## src/rtl/sonic_vc_pkg.sv

```systemverilog
// sonic_vc_pkg
// Shared definitions for the SONIC virtual-channel classifier:
//   - stream widths (data, BAR decode, byte enables)
//   - classifier state enum
//   - packed beat record carried through the output register
//   - BAR-mask hit helper used for start-of-packet classification
package sonic_vc_pkg;

  localparam int SONIC_VC_DATA_W   = 128;
  localparam int SONIC_VC_BARDEC_W = 8;
  localparam int SONIC_VC_BE_W     = 16;

  typedef enum logic [1:0] {
    IDLE = 2'd0,
    FWD  = 2'd1,
    DROP = 2'd2
  } sonic_vc_cls_state_t;

  typedef struct packed {
    logic [SONIC_VC_DATA_W-1:0]   data;
    logic                         empty;
    logic                         eop;
    logic                         sop;
    logic [SONIC_VC_BARDEC_W-1:0] bardec;
    logic [SONIC_VC_BE_W-1:0]     be;
  } sonic_vc_beat_t;

  // A BAR decode selects a channel when any of its bits overlap the mask.
  function automatic logic sonic_vc_bar_hit(input logic [SONIC_VC_BARDEC_W-1:0] bardec,
                                            input logic [SONIC_VC_BARDEC_W-1:0] mask);
    return |(bardec & mask);
  endfunction

endpackage

```

## src/rtl/sonic_vc_classifier_pipe.sv

```systemverilog
// sonic_vc_classifier_pipe
// Single-entry ready/valid register. The payload is an opaque WIDTH-bit
// vector (the classifier packs the beat record plus its channel into it).
// Ports:
//   clk, reset        : clock, synchronous active-high reset
//   in_valid/in_ready : upstream handshake; in_ready = out_ready || !out_valid
//   in_payload        : data captured when in_valid && in_ready
//   out_valid/out_ready, out_payload : registered downstream side
module sonic_vc_classifier_pipe #(
  parameter int WIDTH = 8
) (
  input  logic             clk,
  input  logic             reset,
  input  logic             in_valid,
  output logic             in_ready,
  input  logic [WIDTH-1:0] in_payload,
  output logic             out_valid,
  input  logic             out_ready,
  output logic [WIDTH-1:0] out_payload
);

  logic             valid_reg;
  logic [WIDTH-1:0] payload_reg;

  // Depends only on the output register and out_ready, never on in_valid,
  // so upstream sees no combinational loop through this stage.
  assign in_ready = out_ready || !valid_reg;

  always_ff @(posedge clk) begin
    if (reset) begin
      valid_reg   <= 1'b0;
      payload_reg <= '0;
    end else if (in_ready) begin
      valid_reg <= in_valid;
      // Payload is left untouched when nothing loads so an emptied register
      // does not toggle the data bus needlessly.
      if (in_valid) begin
        payload_reg <= in_payload;
      end
    end
  end

  assign out_valid   = valid_reg;
  assign out_payload = payload_reg;

endmodule

```

## src/rtl/sonic_vc_classifier.sv

```systemverilog
// sonic_vc_classifier
// Picks a virtual channel from the BAR decode at start-of-packet, holds it
// for the whole packet, discards unmatched and malformed traffic, and
// presents a registered stream with a per-packet out_channel for the demux.
// Ports:
//   clk, reset                    : clock, synchronous active-high reset
//   in_valid/in_ready, in_*       : upstream Avalon-ST beat + bardec/be sidebands
//   out_valid/out_ready, out_*    : registered beat, out_channel per packet
//   stats_clr, pkt_cnt0/1, drop_cnt, err_cnt : statistics
// Build option: define SONIC_VC_CLASSIFIER_STATS_EN to implement the
// counters; otherwise they read as zero and stats_clr is ignored.
module sonic_vc_classifier
  import sonic_vc_pkg::*;
#(
  parameter logic [SONIC_VC_BARDEC_W-1:0] CH1_BAR_MASK = 8'h04,
  parameter logic [SONIC_VC_BARDEC_W-1:0] CH0_BAR_MASK = 8'h01
) (
  input  logic                         clk,
  input  logic                         reset,
  input  logic                         in_valid,
  output logic                         in_ready,
  input  logic [SONIC_VC_DATA_W-1:0]   in_data,
  input  logic                         in_startofpacket,
  input  logic                         in_endofpacket,
  input  logic                         in_empty,
  input  logic [SONIC_VC_BARDEC_W-1:0] in_bardec,
  input  logic [SONIC_VC_BE_W-1:0]     in_be,
  output logic                         out_valid,
  input  logic                         out_ready,
  output logic                         out_channel,
  output logic [SONIC_VC_DATA_W-1:0]   out_data,
  output logic                         out_startofpacket,
  output logic                         out_endofpacket,
  output logic                         out_empty,
  output logic [SONIC_VC_BARDEC_W-1:0] out_bardec,
  output logic [SONIC_VC_BE_W-1:0]     out_be,
  input  logic                         stats_clr,
  output logic [31:0]                  pkt_cnt0,
  output logic [31:0]                  pkt_cnt1,
  output logic [15:0]                  drop_cnt,
  output logic [15:0]                  err_cnt
);

  localparam int PIPE_W = $bits(sonic_vc_beat_t) + 1;

  sonic_vc_cls_state_t state_reg, state_next;
  logic                chan_reg, chan_next;

  sonic_vc_beat_t in_beat, out_beat;
  logic           accept, hit1, hit0;
  logic           fwd_beat, beat_chan;
  logic           drop_inc, err_inc, pkt0_inc, pkt1_inc;
  logic           pipe_in_ready;

  assign accept = in_valid && pipe_in_ready;
  assign hit1   = sonic_vc_bar_hit(in_bardec, CH1_BAR_MASK);
  assign hit0   = sonic_vc_bar_hit(in_bardec, CH0_BAR_MASK);

  assign in_beat = '{data: in_data, empty: in_empty, eop: in_endofpacket,
                     sop: in_startofpacket, bardec: in_bardec, be: in_be};

  // State register.
  always_ff @(posedge clk) begin
    if (reset) begin
      state_reg <= IDLE;
      chan_reg  <= 1'b0;
    end else begin
      state_reg <= state_next;
      chan_reg  <= chan_next;
    end
  end

  // Next state. An SOP restarts classification from any state; otherwise an
  // EOP closes whatever packet is open (a stray EOP in IDLE stays in IDLE).
  always_comb begin
    state_next = state_reg;
    chan_next  = chan_reg;
    if (accept) begin
      if (in_startofpacket) begin
        if (hit1 || hit0) begin
          chan_next  = hit1;
          state_next = in_endofpacket ? IDLE : FWD;
        end else begin
          state_next = in_endofpacket ? IDLE : DROP;
        end
      end else if (in_endofpacket) begin
        state_next = IDLE;
      end
    end
  end

  // Per-beat actions. A forwarded SOP uses the freshly classified channel,
  // continuation beats use the latched one. A mid-packet SOP is both an
  // error and a fresh classification, so it may also count as a drop.
  always_comb begin
    fwd_beat  = 1'b0;
    beat_chan = chan_reg;
    drop_inc  = 1'b0;
    err_inc   = 1'b0;
    if (accept) begin
      if (in_startofpacket) begin
        err_inc = (state_reg != IDLE);
        if (hit1 || hit0) begin
          fwd_beat  = 1'b1;
          beat_chan = hit1;
        end else begin
          drop_inc = 1'b1;
        end
      end else begin
        err_inc  = (state_reg == IDLE);
        fwd_beat = (state_reg == FWD);
      end
    end
    pkt0_inc = fwd_beat && in_endofpacket && !beat_chan;
    pkt1_inc = fwd_beat && in_endofpacket &&  beat_chan;
  end

  sonic_vc_classifier_pipe #(
    .WIDTH (PIPE_W)
  ) u_pipe (
    .clk         (clk),
    .reset       (reset),
    .in_valid    (fwd_beat),
    .in_ready    (pipe_in_ready),
    .in_payload  ({beat_chan, in_beat}),
    .out_valid   (out_valid),
    .out_ready   (out_ready),
    .out_payload ({out_channel, out_beat})
  );

  assign in_ready          = pipe_in_ready;
  assign out_data          = out_beat.data;
  assign out_startofpacket = out_beat.sop;
  assign out_endofpacket   = out_beat.eop;
  assign out_empty         = out_beat.empty;
  assign out_bardec        = out_beat.bardec;
  assign out_be            = out_beat.be;

`ifdef SONIC_VC_CLASSIFIER_STATS_EN
  logic [31:0] pkt_cnt0_reg, pkt_cnt1_reg;
  logic [15:0] drop_cnt_reg, err_cnt_reg;

  // Clear takes priority over any increment in the same cycle. Packet
  // counters wrap; drop/error counters stick at all-ones.
  always_ff @(posedge clk) begin
    if (reset || stats_clr) begin
      pkt_cnt0_reg <= '0;
      pkt_cnt1_reg <= '0;
      drop_cnt_reg <= '0;
      err_cnt_reg  <= '0;
    end else begin
      if (pkt0_inc) pkt_cnt0_reg <= pkt_cnt0_reg + 32'd1;
      if (pkt1_inc) pkt_cnt1_reg <= pkt_cnt1_reg + 32'd1;
      if (drop_inc && (drop_cnt_reg != 16'hFFFF)) drop_cnt_reg <= drop_cnt_reg + 16'd1;
      if (err_inc  && (err_cnt_reg  != 16'hFFFF)) err_cnt_reg  <= err_cnt_reg  + 16'd1;
    end
  end

  assign pkt_cnt0 = pkt_cnt0_reg;
  assign pkt_cnt1 = pkt_cnt1_reg;
  assign drop_cnt = drop_cnt_reg;
  assign err_cnt  = err_cnt_reg;
`else
  // Statistics compiled out: event strobes and the clear have no consumer.
  logic unused_stats;
  assign unused_stats = ^{stats_clr, drop_inc, err_inc, pkt0_inc, pkt1_inc};

  assign pkt_cnt0 = '0;
  assign pkt_cnt1 = '0;
  assign drop_cnt = '0;
  assign err_cnt  = '0;
`endif

endmodule

```

## config.mk

```make
export PLATFORM = sky130hd
export DESIGN_NAME = sonic_vc_classifier
export DESIGN_NICKNAME = d
export VERILOG_FILES = /design/src/rtl/sonic_vc_pkg.sv /design/src/rtl/sonic_vc_classifier_pipe.sv /design/src/rtl/sonic_vc_classifier.sv
export SDC_FILE = /design/constraint.sdc
export NUM_CORES = 1
export LEC_CHECK = 0
export CAP_MARGIN = 0
export CORE_AREA = 2 2 162 164
export DETAILED_ROUTE_END_ITERATION = 10
export DIE_AREA = 0 0 164 166
export GPL_ROUTABILITY_DRIVEN = 0
export HOLD_SLACK_MARGIN = 0.15
export PLACE_DENSITY = 0.72
export SYNTH_ARGS = -nofsm -noshare
export SYNTH_HDL_FRONTEND = slang
export SYNTH_SLANG_ARGS = --single-unit
```

## constraint.sdc

```tcl
create_clock -name clk -period 1.8 [get_ports clk]
set_clock_uncertainty 0.05 [all_clocks]
set_input_delay 0.45 -clock clk [delete_from_list [all_inputs] [get_ports clk]]
set_output_delay 0.45 -clock clk [all_outputs]
set_load 0.02 [all_outputs]
```

### Word level (Yosys, flattened, before mapping)

Index checks and enable logic that the tools add are counted.

* register bits after elaboration: 160
* logic and storage cells: 23
* input bits: 160

* equal/unequal tests: 1
* reductions and logical operators: 7
* multiplexer cells: 11

Operators by type and width (count)
* 2-bit 2-to-1 mux: 4
* 1-bit 2-to-1 mux: 7
* 2-bit AND reduction: 2
* 2-bit by 1-bit == test with 1-bit output, second input constant: 1
* 1-bit logical OR: 2
* 2-bit nonzero test: 1
* 1-bit logical AND: 1
* 1-bit logical NOT: 1

### Logic depth before layout (Yosys ltp)

Gate-level depths: netlist of run 1.

* depth after elaboration: 5
* mapped depth: 6

### Hierarchy

Synthesis of run 1 repeated with hierarchy kept, for this count alone.

* cell total of the unflattened synthesis: 834
* area, all modules: 7666.1 um2

By module, submodules not included
* sonic_vc_classifier_pipe: times used 1, area an instance 6759.0 um2, cells an instance 715, seq. area each 3143.0 um2
* sonic_vc_classifier: times used 1, area an instance 907.1 um2, cells an instance 119, seq. area each 60.1 um2

### Worst setup path after synthesis of run 1

No wires, ideal clock.

* kind: input-to-reg
* from: in in_startofpacket
* to: reg u_pipe.payload_reg[18], in the netlist u_pipe.out_payload[18]
* cell stages on the path: 6
* path slack: 0.240 ns
* library setup time: 0.072 ns
* data arrival time: 1.438 ns
* data required time: 1.678 ns
* buffers on the path: 3
* cell sequence: buf_6 nor3b_2 o211a_4 buf_12 buf_12 mux2i_1

* longest elaborated chain between the ends: 3

RTL lines
* start: declaration: line sonic_vc_classifier.sv:23 `input logic in_startofpacket,`
* 1-bit 2-to-1 mux: line sonic_vc_classifier.sv:101 `if (in_startofpacket) begin`
* 1-bit 2-to-1 mux: line sonic_vc_classifier.sv:100 `if (accept) begin`
* 2-bit AND reduction (no source line)
* end signal: assignment: line sonic_vc_classifier_pipe.sv:38 `payload_reg <= in_payload;`
* end: declaration: line sonic_vc_classifier_pipe.sv:23 `logic [WIDTH-1:0] payload_reg;`

Every way passes these cells.
A chain may end at the register's enable or synchronous reset.

### Worst setup path after layout of run 1

* from: in in_startofpacket
* to: reg u_pipe.payload_reg[67], in the netlist u_pipe.out_payload[67]

The elaborated chain is that of the path after synthesis.

==> results of run 1 <==
[synth_stat cells (all sizes together)]
cell / number / share of area (%)
a21oi: 1 / 0.068
a31oi: 2 / 0.17
and3: 1 / 0.086
and4: 1 / 0.14
buf: 118 / 15
clkbuf: 32 / 1.6
clkinv: 1 / 0.051
conb: 1 / 0.051
dfxtp: 160 / 44
inv: 2 / 0.10
mux2i: 154 / 21
nand2: 311 / 16
nand2b: 1 / 0.086
nand3: 1 / 0.068
nand4b: 1 / 0.12
nor2: 2 / 0.10
nor3b: 1 / 0.17
nor4: 1 / 0.086
nor4b: 1 / 0.12
o211a: 2 / 0.38
o21a: 1 / 0.10
o21ai: 1 / 0.068
o221a: 1 / 0.15
o32ai: 3 / 0.36
or2: 1 / 0.086
[report_power, final]
group / internal [µW] / switching, µW / leakage (µW) / total, µW
logic: 772 / 896 / 0.00348 / 1670
clock network: 2070 / 1600 / 0.000276 / 3670
registers: 3720 / 87.4 / 0.00131 / 3810
total: 6560 / 2590 / 0.00506 / 9150
[timing repair]
| item | CTS | global route |
|---|---|---|
| setup buffers | 0 | 1 |
| endpoints found under the setup margin | 158 | 28 |
| cloned | 0 | 0 |
| pin swaps | 0 | 1 |
| resized for setup | 160 | 2 |
[metrics by stage]
step | cell area (µm²) | setup slack [ns] | hold WS [ns] | power, µW
finish | 10900 | 0.0681 | 0.403 | 9150
global route | 10900 | 0.0209 | 0.418 | 9590
CTS | 10900 | 0.00608 | 0.406 | 9330
detailed placement | 10500 | -0.435 | 0.398 | 5700
global placement | 10500 | -0.357 | 0.391 | 5680
floorplan | 7660 | 0.240 | 0.401 | 5010
[area by class of cell]
type | instances | area, µm² | share of cell area, %
sequential | 160 | 3200 | 29.3
clock buffer | 17 | 425 | 3.89
multi-input combinational | 583 | 3240 | 29.7
tap | 335 | 419 | 3.83
clock inverter | 13 | 154 | 1.41
inverter | 3 | 18.8 | 0.172
antenna | 1 | 2.50 | 0.0229
timing repair buffer | 358 | 3470 | 31.7
[worst paths after layout]
| path | from | endpoint | slack, ns | cells past startpoint |
|---|---|---|---|---|
| worst max register to register | state_reg[0]$_SDFFE_PP0P_ | u_pipe.out_payload[67]$_SDFFE_PP0P_ | 0.31 | 5 |
| worst min register to register | u_pipe.out_payload[78]$_SDFFE_PP0P_ | u_pipe.out_payload[78]$_SDFFE_PP0P_ | 0.40 | 2 |
| worst max-delay path | in_startofpacket | u_pipe.out_payload[67]$_SDFFE_PP0P_ | 0.07 | 6 |
| worst min-delay path | u_pipe.out_payload[78]$_SDFFE_PP0P_ | u_pipe.out_payload[78]$_SDFFE_PP0P_ | 0.40 | 2 |
[per-layer routing]
metal | routed length [µm] | GRT usage, % | up-vias
met4 | 327 | 4.96 | 0
met3 | 1770 | 5.34 | 19
met5 | 0 | 0 | -
met2 | 9200 | 23.6 | 267
met1 | 8210 | 16.3 | 2694
li1 | - | - | 3018
[logic make-up after synthesis]
group / count (synthesis) / share of synthesized area (%)
AO/OA/AOI/OAI: 11 / 1.30
buffers and inverters: 153 / 16.7
flip-flops: 160 / 43.8
multiplexers: 154 / 21.1
other: 1 / 0.0513
AND/OR/NAND/NOR: 322 / 17.0
[tightest hold or removal path, cell delays in order (launching register included)]
cell	delay, ns
dfxtp_1	0.31
nand2_1	0.05
mux2i_1	0.05
==> impl_metrics.json, run 1 <==
{
  "grt_pass1_vias": 5791,
  "die_x_um": 164,
  "largest_register_ff_count": 156,
  "io_buffer_count": 316,
  "die-area_um2": 27200,
  "slew_violations": 0,
  "cp_num_buf_inv": 3,
  "yosysWarningCount": 0,
  "core_um2": 25600,
  "cts_hold_buf": 0,
  "cp_max_fo": 14,
  "clock_latency_ns": 0.41,
  "cpPeakStageDelay_ns": 0.51,
  "crit_top_cell": "buf_12",
  "antenna_found_initial": 1,
  "grt_usage_pct": 14.1,
  "syn_avg_cell_area_um2": 9.12,
  "area_delta_synth_final_pct": 49.6,
  "postRouteAntennaNets": 0,
  "drt-vias-per-instance": 4.08,
  "clock.fmax_mhz": 577,
  "hold_path.class": "flop to flop",
  "cts_made_buffers": 17,
  "grt_overflow_total": 0,
  "setup_viol": 0,
  "fin_crit_sh_pct": 96.2,
  "path_delay_family": "buffers and inverters",
  "yosysSeqAreaShare_pct": 43.8,
  "drive_gt1_share_pct": 6.97,
  "layout_commonest_cell": "nand2_1",
  "synth_seq_cells": 160,
  "fin_crit_ns": 1.73,
  "h-tree-depth": 4,
  "start_kind": "input port",
  "mostFrequentLayoutCells": "nand2_1 (311), dfxtp_1 (160), clkdlybuf4s50_1 (158)",
  "grt_start_max_net_pins": 54,
  "routed_wl_mm": 19.5,
  "rows": 59,
  "cts_tree": "done",
  "nets": 1283,
  "worst-endpoint-arrival_ns": 2.02,
  "clkTransAtPathRegs_ns": 0.06,
  "setup_tns_ns": 0,
  "p_per_area_nw_per_um2": 837,
  "firstDrtPassIters": 4,
  "drt_iter0_drc": 187,
  "syn_area_um2": 7310,
  "worst_path_max_delay_cell": "clkdlybuf4s50_1",
  "dp.cells": 1438,
  "end_kind": "flop",
  "outcome": "finished, final reports clean",
  "stdcell_count": 1470,
  "wl_per_cell_um": 13.3,
  "die_h_um": 166,
  "start_util_pct": 28.5,
  "crit_chain": "clkdlybuf4s50_1 > nor3b_2 > o211a_4 > buf_12 > buf_12 > mux2i_1",
  "p_leak_uw": 0.00506,
  "fillers": 2559,
  "syn_inst": 801,
  "clock-root-buffer": "clkbuf_16",
  "rsz0062_at_grt": "false",
  "vias": 5998,
  "utilization_pct": 42.7,
  "grt_pass1_wl_mm": 30.0,
  "setup.worst_path.class": "input port to flop",
  "dp_hpwl_mm": 14.7,
  "cts.sinks": 160,
  "ys_types": 31,
  "maxCapViolCount": 0,
  "clk_path_buf_depth": 2,
  "required_ns": 2.08,
  "vdd_ir_drop_max_mv": 0.422,
  "drcViolationCount": 0,
  "ios": 414,
  "finalHoldViolations": 0
}
Note: power is estimated with default switching activity, not from simulation.
==> inputs of run 2 (changes only) <==
--- a/config.mk
+++ b/config.mk
@@ -9,7 +9,6 @@
 export CORE_AREA = 2 2 162 164
 export DETAILED_ROUTE_END_ITERATION = 10
 export DIE_AREA = 0 0 164 166
-export GPL_ROUTABILITY_DRIVEN = 0
 export HOLD_SLACK_MARGIN = 0.15
 export PLACE_DENSITY = 0.72
 export SYNTH_ARGS = -nofsm -noshare
==> results of run 2 <==
No change in the layout: final DEF, timing and power equal those of run 1.
